[config.mk]
export PLATFORM = sky130hd
export DESIGN_NAME = brtgt_gen_flat
export DESIGN_NICKNAME = d
export VERILOG_FILES = /design/src/rtl/brtgt_gen_pkg.sv /design/src/rtl/brtgt_gen_if.sv /design/src/rtl/brtgt_gen_lane.sv /design/src/rtl/brtgt_gen.sv /design/src/flat_wrapper.sv
export SDC_FILE = /design/constraint.sdc
export NUM_CORES = 1
export LEC_CHECK = 0
export CORE_MARGIN = 2
export CORE_UTILIZATION = 33
export DETAILED_ROUTE_END_ITERATION = 8
export PLACE_DENSITY_LB_ADDON = 0.15
export SYNTH_ARGS = -nofsm -noshare
export SYNTH_HDL_FRONTEND = slang
export SYNTH_SLANG_ARGS = --single-unit
[constraint.sdc]
create_clock -name clk -period 2.65 [get_ports clk]
set_input_delay 0.3975 -clock clk [delete_from_list [all_inputs] [get_ports clk]]
set_output_delay 0.3975 -clock clk [all_outputs]
set_load 0.005 [all_outputs]
[src/rtl/brtgt_gen_pkg.sv]
// Shared constants for the branch-target generator: field widths, RV32 control-flow
// opcodes and the 2-bit control-flow kind encoding.
package brtgt_gen_pkg;

  localparam int INSN_LEN = 32;
  localparam int DATA_LEN = 32;
  localparam int ADDR_LEN = 32;

  localparam logic [6:0] RV32_BRANCH = 7'b1100011;
  localparam logic [6:0] RV32_JAL    = 7'b1101111;
  localparam logic [6:0] RV32_JALR   = 7'b1100111;

  typedef enum logic [1:0] {
    KIND_NONE = 2'b00,
    KIND_BR   = 2'b01,
    KIND_JAL  = 2'b10,
    KIND_JALR = 2'b11
  } kind_e;

endpackage

[src/rtl/brtgt_gen_if.sv]
// Bundle-level handshake between the fetch queue, the branch-target generator and its
// consumer. Lane k of every flattened field sits at [k*WIDTH +: WIDTH].
interface brtgt_gen_if #(parameter int LANES = 2);
  import brtgt_gen_pkg::*;

  logic                         flush;
  logic                         in_valid;
  logic                         in_ready;
  logic [LANES-1:0]             in_lane_vld;
  logic [LANES*INSN_LEN-1:0]    in_inst;
  logic [LANES*ADDR_LEN-1:0]    in_pc;

  logic                         out_valid;
  logic                         out_ready;
  logic [LANES-1:0]             out_lane_vld;
  logic [LANES*2-1:0]           out_kind;
  logic [LANES*DATA_LEN-1:0]    out_brimm;
  logic [LANES*ADDR_LEN-1:0]    out_target;
  logic                         out_jal_hit;
  logic [1:0]                   out_jal_lane;
  logic [ADDR_LEN-1:0]          out_jal_tgt;

  modport master (
    output flush, in_valid, in_lane_vld, in_inst, in_pc, out_ready,
    input  in_ready, out_valid, out_lane_vld, out_kind, out_brimm, out_target,
           out_jal_hit, out_jal_lane, out_jal_tgt
  );

  modport slave (
    input  flush, in_valid, in_lane_vld, in_inst, in_pc, out_ready,
    output in_ready, out_valid, out_lane_vld, out_kind, out_brimm, out_target,
           out_jal_hit, out_jal_lane, out_jal_tgt
  );

endinterface

[src/rtl/brtgt_gen_lane.sv]
// One decode lane: classifies a control-flow instruction, extracts its sign-extended
// immediate and forms the PC-relative target. Purely combinational.
module brtgt_lane
  import brtgt_gen_pkg::*;
(
  input  logic                vld_i,
  input  logic [INSN_LEN-1:0] inst_i,
  input  logic [ADDR_LEN-1:0] pc_i,
  output kind_e               kind_o,
  output logic [DATA_LEN-1:0] imm_o,
  output logic [ADDR_LEN-1:0] target_o
);

  // NOTE: every output gets a default before the case so no path leaves it unassigned
  // and no latch is inferred.
  always_comb begin
    kind_o   = KIND_NONE;
    imm_o    = '0;
    target_o = '0;
    if (vld_i) begin
      unique case (inst_i[6:0])
        RV32_BRANCH: begin
          kind_o   = KIND_BR;
          imm_o    = {{20{inst_i[31]}}, inst_i[7], inst_i[30:25], inst_i[11:8], 1'b0};
          target_o = pc_i + imm_o;
        end
        RV32_JAL: begin
          kind_o   = KIND_JAL;
          imm_o    = {{12{inst_i[31]}}, inst_i[19:12], inst_i[20], inst_i[30:21], 1'b0};
          target_o = pc_i + imm_o;
        end
        // JALR target depends on rs1, so only the immediate is produced here.
        RV32_JALR: begin
          kind_o = KIND_JALR;
          imm_o  = {{20{inst_i[31]}}, inst_i[31:20]};
        end
        default: ;
      endcase
    end
  end

endmodule

[src/rtl/brtgt_gen.sv]
// Multi-lane branch-target generator: per-lane decode feeding a main register plus a
// one-entry skid buffer, with lowest-lane JAL detection for early front-end redirect.
module brtgt_gen
  import brtgt_gen_pkg::*;
#(
  parameter int LANES = 2
) (
  input  logic        clk,
  input  logic        reset,
  brtgt_gen_if.slave  bus
);

  typedef struct packed {
    logic [LANES-1:0]               vld;
    logic [LANES-1:0][1:0]          kind;
    logic [LANES-1:0][DATA_LEN-1:0] imm;
    logic [LANES-1:0][ADDR_LEN-1:0] tgt;
  } bundle_t;

  wire [LANES-1:0][1:0]          dec_kind;
  wire [LANES-1:0][DATA_LEN-1:0] dec_imm;
  wire [LANES-1:0][ADDR_LEN-1:0] dec_tgt;
  bundle_t                       dec;

  bundle_t m_q, m_d, s_q, s_d;
  logic    vm_q, vm_d, vs_q, vs_d;
  logic    out_xfer;

  for (genvar k = 0; k < LANES; k++) begin : g_lane
    brtgt_lane u_lane (
      .vld_i    (bus.in_lane_vld[k]),
      .inst_i   (bus.in_inst[k*INSN_LEN +: INSN_LEN]),
      .pc_i     (bus.in_pc[k*ADDR_LEN +: ADDR_LEN]),
      .kind_o   (dec_kind[k]),
      .imm_o    (dec_imm[k]),
      .target_o (dec_tgt[k])
    );
  end

  always_comb begin
    dec.vld  = bus.in_lane_vld;
    dec.kind = dec_kind;
    dec.imm  = dec_imm;
    dec.tgt  = dec_tgt;
  end

  assign out_xfer = vm_q & bus.out_ready;

  // Skid occupancy alone gates acceptance, keeping in_ready free of any out_ready path.
  always_comb begin
    m_d  = m_q;
    s_d  = s_q;
    vm_d = vm_q;
    vs_d = vs_q;
    if (bus.flush) begin
      vm_d = 1'b0;
      vs_d = 1'b0;
    end else if (vs_q) begin
      if (out_xfer) begin
        m_d  = s_q;
        vs_d = 1'b0;
      end
    end else if (!vm_q || out_xfer) begin
      vm_d = bus.in_valid;
      if (bus.in_valid) m_d = dec;
    end else if (bus.in_valid) begin
      s_d  = dec;
      vs_d = 1'b1;
    end
  end

  // NOTE: the data registers are reset as well as the valid bits because the outputs
  // must read zero out of reset, not merely be marked invalid.
  always_ff @(posedge clk or negedge reset) begin
    if (!reset) begin
      vm_q <= 1'b0;
      vs_q <= 1'b0;
      m_q  <= '0;
      s_q  <= '0;
    end else begin
      // NOTE: non-blocking assignments so every register samples pre-edge values.
      vm_q <= vm_d;
      vs_q <= vs_d;
      m_q  <= m_d;
      s_q  <= s_d;
    end
  end

  // Scan from the top lane down so the lowest matching lane is the one left standing.
  always_comb begin
    bus.out_jal_hit  = 1'b0;
    bus.out_jal_lane = '0;
    bus.out_jal_tgt  = '0;
    for (int k = LANES - 1; k >= 0; k--) begin
      if (m_q.vld[k] && (m_q.kind[k] == KIND_JAL)) begin
        bus.out_jal_hit  = 1'b1;
        bus.out_jal_lane = 2'(k);
        bus.out_jal_tgt  = m_q.tgt[k];
      end
    end
  end

  assign bus.in_ready     = ~vs_q;
  assign bus.out_valid    = vm_q;
  assign bus.out_lane_vld = m_q.vld;
  assign bus.out_kind     = m_q.kind;
  assign bus.out_brimm    = m_q.imm;
  assign bus.out_target   = m_q.tgt;

endmodule

[src/flat_wrapper.sv]
// flat-port wrapper written by rule: the top's interface ports become plain ports
module brtgt_gen_flat import brtgt_gen_pkg::*;
#(
  parameter int LANES = 2
)
  (clk, reset, bus_flush, bus_in_valid, bus_in_lane_vld, bus_in_inst, bus_in_pc, bus_out_ready, bus_in_ready, bus_out_valid, bus_out_lane_vld, bus_out_kind, bus_out_brimm, bus_out_target, bus_out_jal_hit, bus_out_jal_lane, bus_out_jal_tgt);
  brtgt_gen_if #(.LANES(LANES)) bus_i ();
  input  logic clk;
  input  logic reset;
  input wire logic [$bits(bus_i.flush)-1:0] bus_flush;
  input wire logic [$bits(bus_i.in_valid)-1:0] bus_in_valid;
  input wire logic [$bits(bus_i.in_lane_vld)-1:0] bus_in_lane_vld;
  input wire logic [$bits(bus_i.in_inst)-1:0] bus_in_inst;
  input wire logic [$bits(bus_i.in_pc)-1:0] bus_in_pc;
  input wire logic [$bits(bus_i.out_ready)-1:0] bus_out_ready;
  output wire logic [$bits(bus_i.in_ready)-1:0] bus_in_ready;
  output wire logic [$bits(bus_i.out_valid)-1:0] bus_out_valid;
  output wire logic [$bits(bus_i.out_lane_vld)-1:0] bus_out_lane_vld;
  output wire logic [$bits(bus_i.out_kind)-1:0] bus_out_kind;
  output wire logic [$bits(bus_i.out_brimm)-1:0] bus_out_brimm;
  output wire logic [$bits(bus_i.out_target)-1:0] bus_out_target;
  output wire logic [$bits(bus_i.out_jal_hit)-1:0] bus_out_jal_hit;
  output wire logic [$bits(bus_i.out_jal_lane)-1:0] bus_out_jal_lane;
  output wire logic [$bits(bus_i.out_jal_tgt)-1:0] bus_out_jal_tgt;
  assign bus_i.flush = bus_flush;
  assign bus_i.in_valid = bus_in_valid;
  assign bus_i.in_lane_vld = bus_in_lane_vld;
  assign bus_i.in_inst = bus_in_inst;
  assign bus_i.in_pc = bus_in_pc;
  assign bus_i.out_ready = bus_out_ready;
  assign bus_in_ready = bus_i.in_ready;
  assign bus_out_valid = bus_i.out_valid;
  assign bus_out_lane_vld = bus_i.out_lane_vld;
  assign bus_out_kind = bus_i.out_kind;
  assign bus_out_brimm = bus_i.out_brimm;
  assign bus_out_target = bus_i.out_target;
  assign bus_out_jal_hit = bus_i.out_jal_hit;
  assign bus_out_jal_lane = bus_i.out_jal_lane;
  assign bus_out_jal_tgt = bus_i.out_jal_tgt;
  brtgt_gen #(.LANES(LANES)) u_core (.clk(clk), .reset(reset), .bus(bus_i));
endmodule
Yosys cells after proc, flatten, opt, wreduce, memory -nomap -nowiden

Index checks and enable logic that the tools add are counted.

Flip-flop bits (word level): 270
Bits of input ports: 135
Output and inout bits: 171
Word-level logic and storage cells: 74

$add $sub $neg: 4
Equal/unequal tests: 10
Muxes and demuxes: 30
Bitwise operators: 4
Reductions and logical operators: 10

Operators with widths:

| cell                 | number |
|---|---|
| $mux W134            | 4 |
| $mux W32             | 6 |
| $pmux W32 S3         | 2 |
| $add A32 B32 Y32     | 4 |
| $pmux W32 S2         | 2 |
| $eq A7 B7 Y1 const B | 6 |
| $mux W1              | 12 |
| $pmux W2 S3          | 2 |
| $reduce_and A4 Y1    | 2 |
| $reduce_bool A2 Y1   | 3 |
| $eq A2 B2 Y1 const B | 2 |
| $mux W2              | 2 |
| $ne A2 B2 Y1 const B | 2 |
| $not A1 Y1           | 3 |
| $logic_and A1 B1 Y1  | 2 |
| $reduce_and A2 Y1    | 1 |
| $and A1 B1 Y1        | 1 |
| $logic_not A1 Y1     | 1 |
| $logic_or A1 B1 Y1   | 1 |

Depth between registers and ports, before layout

Word-level depth: 6
Mapped depth: 18
Gate-level depth less buffers: 15

By module

From an unflattened synthesis, not the netlist that was laid out.

Cell total of the unflattened synthesis: 1,511
Area total of the unflattened synthesis: 16,912.5 um^2

Modules (own cells, without submodules):

| module                                | instances | cells an instance | area each (um^2) | seq. area each (um^2) |
|---|---|---|---|---|
| brtgt_gen                             | 1         | 771               | 11,951.5         | 6,756.5 |
| brtgt_lane at u_core.g_lane[1].u_lane | 1         | 370               | 2,481.1          | 0.0 |
| brtgt_lane at u_core.g_lane[0].u_lane | 1         | 370               | 2,479.9          | 0.0 |

Least setup slack after synthesis

No wires, ideal clock.

Path type: input port to flip-flop
Start point: in bus_in_inst[5]
End point: reg u_core.m_q, in the netlist u_core.bus.out_target[31]
Library setup time: 73 ps
Arrival time: 4,232 ps
Data required time: 2,577 ps
Path slack: -1,655 ps
Stages on the path: 16
Path buffers: 1
Cells stage by stage: nand3_1 nor3b_1 and2_0 clkbuf_1 mux2_2 ha_1 fa_1 a21o_2 a221oi_2 o22ai_2 a41oi_4 o211ai_2 a31oi_2 xnor2_1 or3_1 a21oi_2

Longest elaborated chain between the ends: 6
Elaborated cells between the ends (all ways): 7
Classes of those cells: 2 x eq/ne; 5 x mux

Ends and longest elaborated chain:

| item                 | RTL line             | source |
|---|---|---|
| from (decl)          | flat_wrapper.sv:13   | `input wire logic [$bits(bus_i.in_inst)-1:0] bus_in_inst;` |
| $eq A7 B7 Y1         | brtgt_gen_lane.sv:21 | `unique case (inst_i[6:0])` |
| $pmux W32 S2 *       | brtgt_gen_lane.sv:21 |  |
| $mux W32 *           | brtgt_gen_lane.sv:20 | `if (vld_i) begin` |
| $mux W134 *          | brtgt_gen.sv:65      | `if (bus.in_valid) m_d = dec;` |
| $mux W134 *          | brtgt_gen.sv:63      | `end else if (!vm_q \|\| out_xfer) begin` |
| $mux W134 *          | brtgt_gen.sv:58      | `end else if (vs_q) begin` |
| to (signal assigned) | brtgt_gen.sv:84      | `m_q <= m_d;` |
| to (decl)            | brtgt_gen.sv:25      | `bundle_t m_q, m_d, s_q, s_d;` |

Every way passes the cells marked *; elsewhere a longest branch is shown, timed or not. The select of a mux whose other input is x is not followed.
A chain may end at the register's enable or synchronous reset.

Worst setup path in the final report

Start point: in bus_in_inst[0]
End point: reg u_core.m_q, in the netlist u_core.bus.out_target[26]

Same word-level chain as after synthesis.

==> impl_metrics.env <==
export IMPL_wl_per_cell_um=17.9
export IMPL_violations="negative setup slack"
export IMPL_grt_usage=0.218
export IMPL_syn_avg_cell_area_um2=8.50
export IMPL_io_buffers=304
export IMPL_min_period_over_period=1.17
export IMPL_critPathLaunchType="input pin"
export IMPL_total_power_mw=10.4
export IMPL_layout_nets=2362
export IMPL_mappedNetlistArea_um2=13800
export IMPL_die_y_um=208
export IMPL_drt_initial_drc_count=668
export IMPL_drc=0
export IMPL_seq_area_frac_synth=0.411
export IMPL_p_leak_nw=9.83
export IMPL_gp_congestion=0.874
export IMPL_p_sw_mw=2.96
export IMPL_setup_viol=82
export IMPL_wl_um=48600
export IMPL_crit_type="input pin to flop"
export IMPL_drive_gt1_frac=0.282
export IMPL_h_tree_depth=1
export IMPL_peakVddDrop_mv=0.370
export IMPL_die_area_um2=43300
export IMPL_layout_common_cells="304 x nand2_1, 275 x buf_4, 256 x clkdlybuf4s50_1"
export IMPL_syn_instance_count=1618
export IMPL_vias=13779
export IMPL_min_path_type="input pin to flop"
export IMPL_finalHoldViolCount=0
export IMPL_whs_ns=0.219
export IMPL_crit_path_max_fanout=3
export IMPL_firstDrtPassIters=4
export IMPL_critPathSlowestCell="mux2_4"
export IMPL_ant_nets=0
export IMPL_antenna_found_initial=0
export IMPL_p_seq_frac=0.349
export IMPL_rsz0062_at_grt="yes"
export IMPL_max_slew_worst_pin_slew_ns=0.817
export IMPL_fin_ws_ns=-0.461
export IMPL_clock_skew_ns=0.0254
export IMPL_cts_sinks=226
export IMPL_clock_latency_ns=0.57
export IMPL_layoutNonFillerInstCount=2709
export IMPL_coreArea_um2=41000
export IMPL_cp_required_ns=3.11
export IMPL_pwr_share_comb=0.259
export IMPL_synth_cell_types=71
export IMPL_synth_nets=1823
export IMPL_worst_path_largest_cell_delay_ns=0.32
export IMPL_synth_seq_cells=226
export IMPL_grt_max_degree=131
export IMPL_end_kind="flop"
export IMPL_clk_transition_reported_paths_ns=0.06
export IMPL_fill_cells=3730
export IMPL_rows=74
export IMPL_drt_vias_per_instance=5.09
export IMPL_hpwl_um=35800
export IMPL_placedCellCount=2605
export IMPL_ios=306
export IMPL_p_per_area_nw_per_um2=469
export IMPL_first_global_vias=13687
export IMPL_cts_root_buf="clkbuf_16"
export IMPL_cell_internal_pwr_mw=7.46
export IMPL_cp_arrival_ns=3.57
export IMPL_area_growth_pct=61.3
export IMPL_cts_buffers=28
export IMPL_sw_frac_of_total=0.284
export IMPL_diodes=0
export IMPL_cp_cell_sequence="buf_8 -> nand3_4 -> nor3b_4 -> and2_4 -> buf_6 -> mux2_4 -> buf_6 -> ha_4 -> nand3_4 -> a211oi_4 -> nor3_4 -> nor2_2 -> a41oi_2 -> buf_4 -> o31ai_4 -> xnor2_2 -> or3_1 -> a21oi_1"
export IMPL_finalSetupTns_ns=-19.21
export IMPL_timing_slew_headroom=0.455
export IMPL_cts_tree="done"
export IMPL_final_common_cell="nand2_1"
export IMPL_clock_path_buffers=3
export IMPL_power_share_clock=0.392
export IMPL_status="finished with violations"
export IMPL_grt_remaining_overflow=0
export IMPL_synth_edf_count=0
export IMPL_max_freq_ghz=0.321
export IMPL_grt_pass1_wl_um=75700
export IMPL_fp_dieW_um=208
export IMPL_period_needed_ns=3.11
export IMPL_initial_core_util=0.335
export IMPL_synth_top_flop_cell="dfrtp_1"
export IMPL_maxSlewViolCount=0
export IMPL_ys_warn_count=0
export IMPL_dpl_worst_slack_ns=-1.48
export IMPL_maxCapViolations=0
export IMPL_async_flop_share=1.00
-- registers in the layout (all words and copies together) (netlist names) --
name,flops
u_core.bus.out_valid,1
u_core.bus.out_lane_vld,2
u_core.bus.out_target,64
u_core.vs_q,1
u_core.s_q,112
u_core.bus.out_kind,4
u_core.bus.out_brimm,42
-- critical path: cells and delay by family --
kind            cells  cell delay [ns]
simple gates        7             1.11
xor+xnor            1             0.12
buf+inv             4             0.49
mux                 1             0.32
fa+ha+maj           1             0.26
compound gates      4             0.88
-- layout make-up --
type	count	area, um^2	share of cell area
multi-input combinational	1250	8980	0.405
timing repair buffer	629	5810	0.262
sequential	226	5660	0.255
clock buffer	36	771	0.0347
tap	532	666	0.0300
clock inverter	14	219	0.00987
inverter	22	82.6	0.00372
-- per-stage QoR --
| stage | instance area (um^2) | utilization |
|---|---|---|
| 6_report | 22200 | 0.541 |
| 5_1_grt | 22200 | 0.541 |
| 4_1_cts | 21400 | 0.522 |
| 3_5_place_dp | 19500 | 0.476 |
| 3_3_place_gp | 19500 | 0.476 |
| 2_1_floorplan | 14200 | - |
-- cell families after synthesis --
kind of cell    count (synthesis)  synth area share
xor+xnor                       55            0.0350
mux                            54            0.0422
flops                         226             0.411
fa+ha+maj                      70            0.0648
buf+inv                       142            0.0451
compound gates                538             0.240
other cells                     1          0.000273
simple gates                  532             0.161
-- power groups by stage --
stage	Clock, mW	Sequential (mW)	Combinational (mW)
after floorplan	0	3.66	1.08
after global placement	0	3.70	2.26
after detailed placement	0	3.70	2.27
after CTS	4.18	3.64	2.50
after global routing	4.32	3.64	2.93
final	4.08	3.64	2.70
-- path summary, 6_finish.rpt --
| kind | startpoint | end | slack (ns) | cells past startpoint |
|---|---|---|---|---|
| setup / recovery | bus_in_inst[0] | u_core.bus.out_target[26] | -0.46 | 18 |
| hold / removal | bus_in_inst[35] | u_core.s_q[96] | 0.22 | 3 |
| setup reg to reg | u_core.vs_q | u_core.bus.out_target[19] | 0.66 | 6 |
| hold reg to reg | u_core.s_q[100] | u_core.s_q[100] | 0.48 | 2 |
| max in group asynchronous | reset | u_core.bus.out_target[45] | 1.36 | 3 |
| min in group asynchronous | reset | u_core.s_q[25] | 0.44 | 2 |
-- timing repair --
item | in CTS | in global routing
hold buffers | 1 | 0
endpoints found under the hold margin | 83 | 0
setup buffers | 38 | 31
gates resized for setup | 200 | 139
gates cloned | 3 | 0
pin swaps | 102 | 116
endpoints found under the setup margin | 135 | 97
-- metal layers --
layer  up-vias  global-route usage  wire length [um]
met2       291               0.378             23700
li1       6774                   -                 -
met3        43              0.0318              1910
met1      6671               0.294             22400
met4         0              0.0340               622
met5         -                   0                 0
-- cells in the mapped netlist, drive strengths merged (5+ instances only) --
cell | instances | share of area
nand2 | 319 | 0.087
dfrtp | 226 | 0.41
o21ai | 206 | 0.075
a21oi | 156 | 0.057
nor2 | 110 | 0.030
clkbuf | 87 | 0.024
ha | 68 | 0.062
a22o | 43 | 0.027
buf | 33 | 0.015
mux2 | 32 | 0.026
xnor2 | 30 | 0.019
o31ai | 29 | 0.017
nor3 | 28 | 0.010
a21o | 26 | 0.014
xor2 | 25 | 0.016
mux2i | 22 | 0.016
inv | 21 | 0.0057
and3 | 18 | 0.0082
nand3 | 17 | 0.0065
o21a | 14 | 0.0076
a211oi | 9 | 0.0049
a221oi | 8 | 0.0055
and2 | 8 | 0.0036
o211ai | 8 | 0.0047
o21bai | 7 | 0.0038
nand4 | 6 | 0.0027
or3 | 6 | 0.0027
a31oi | 5 | 0.0027
a41oi | 5 | 0.0051
nor2b | 5 | 0.0023
(Power assumes the default switching activity.)
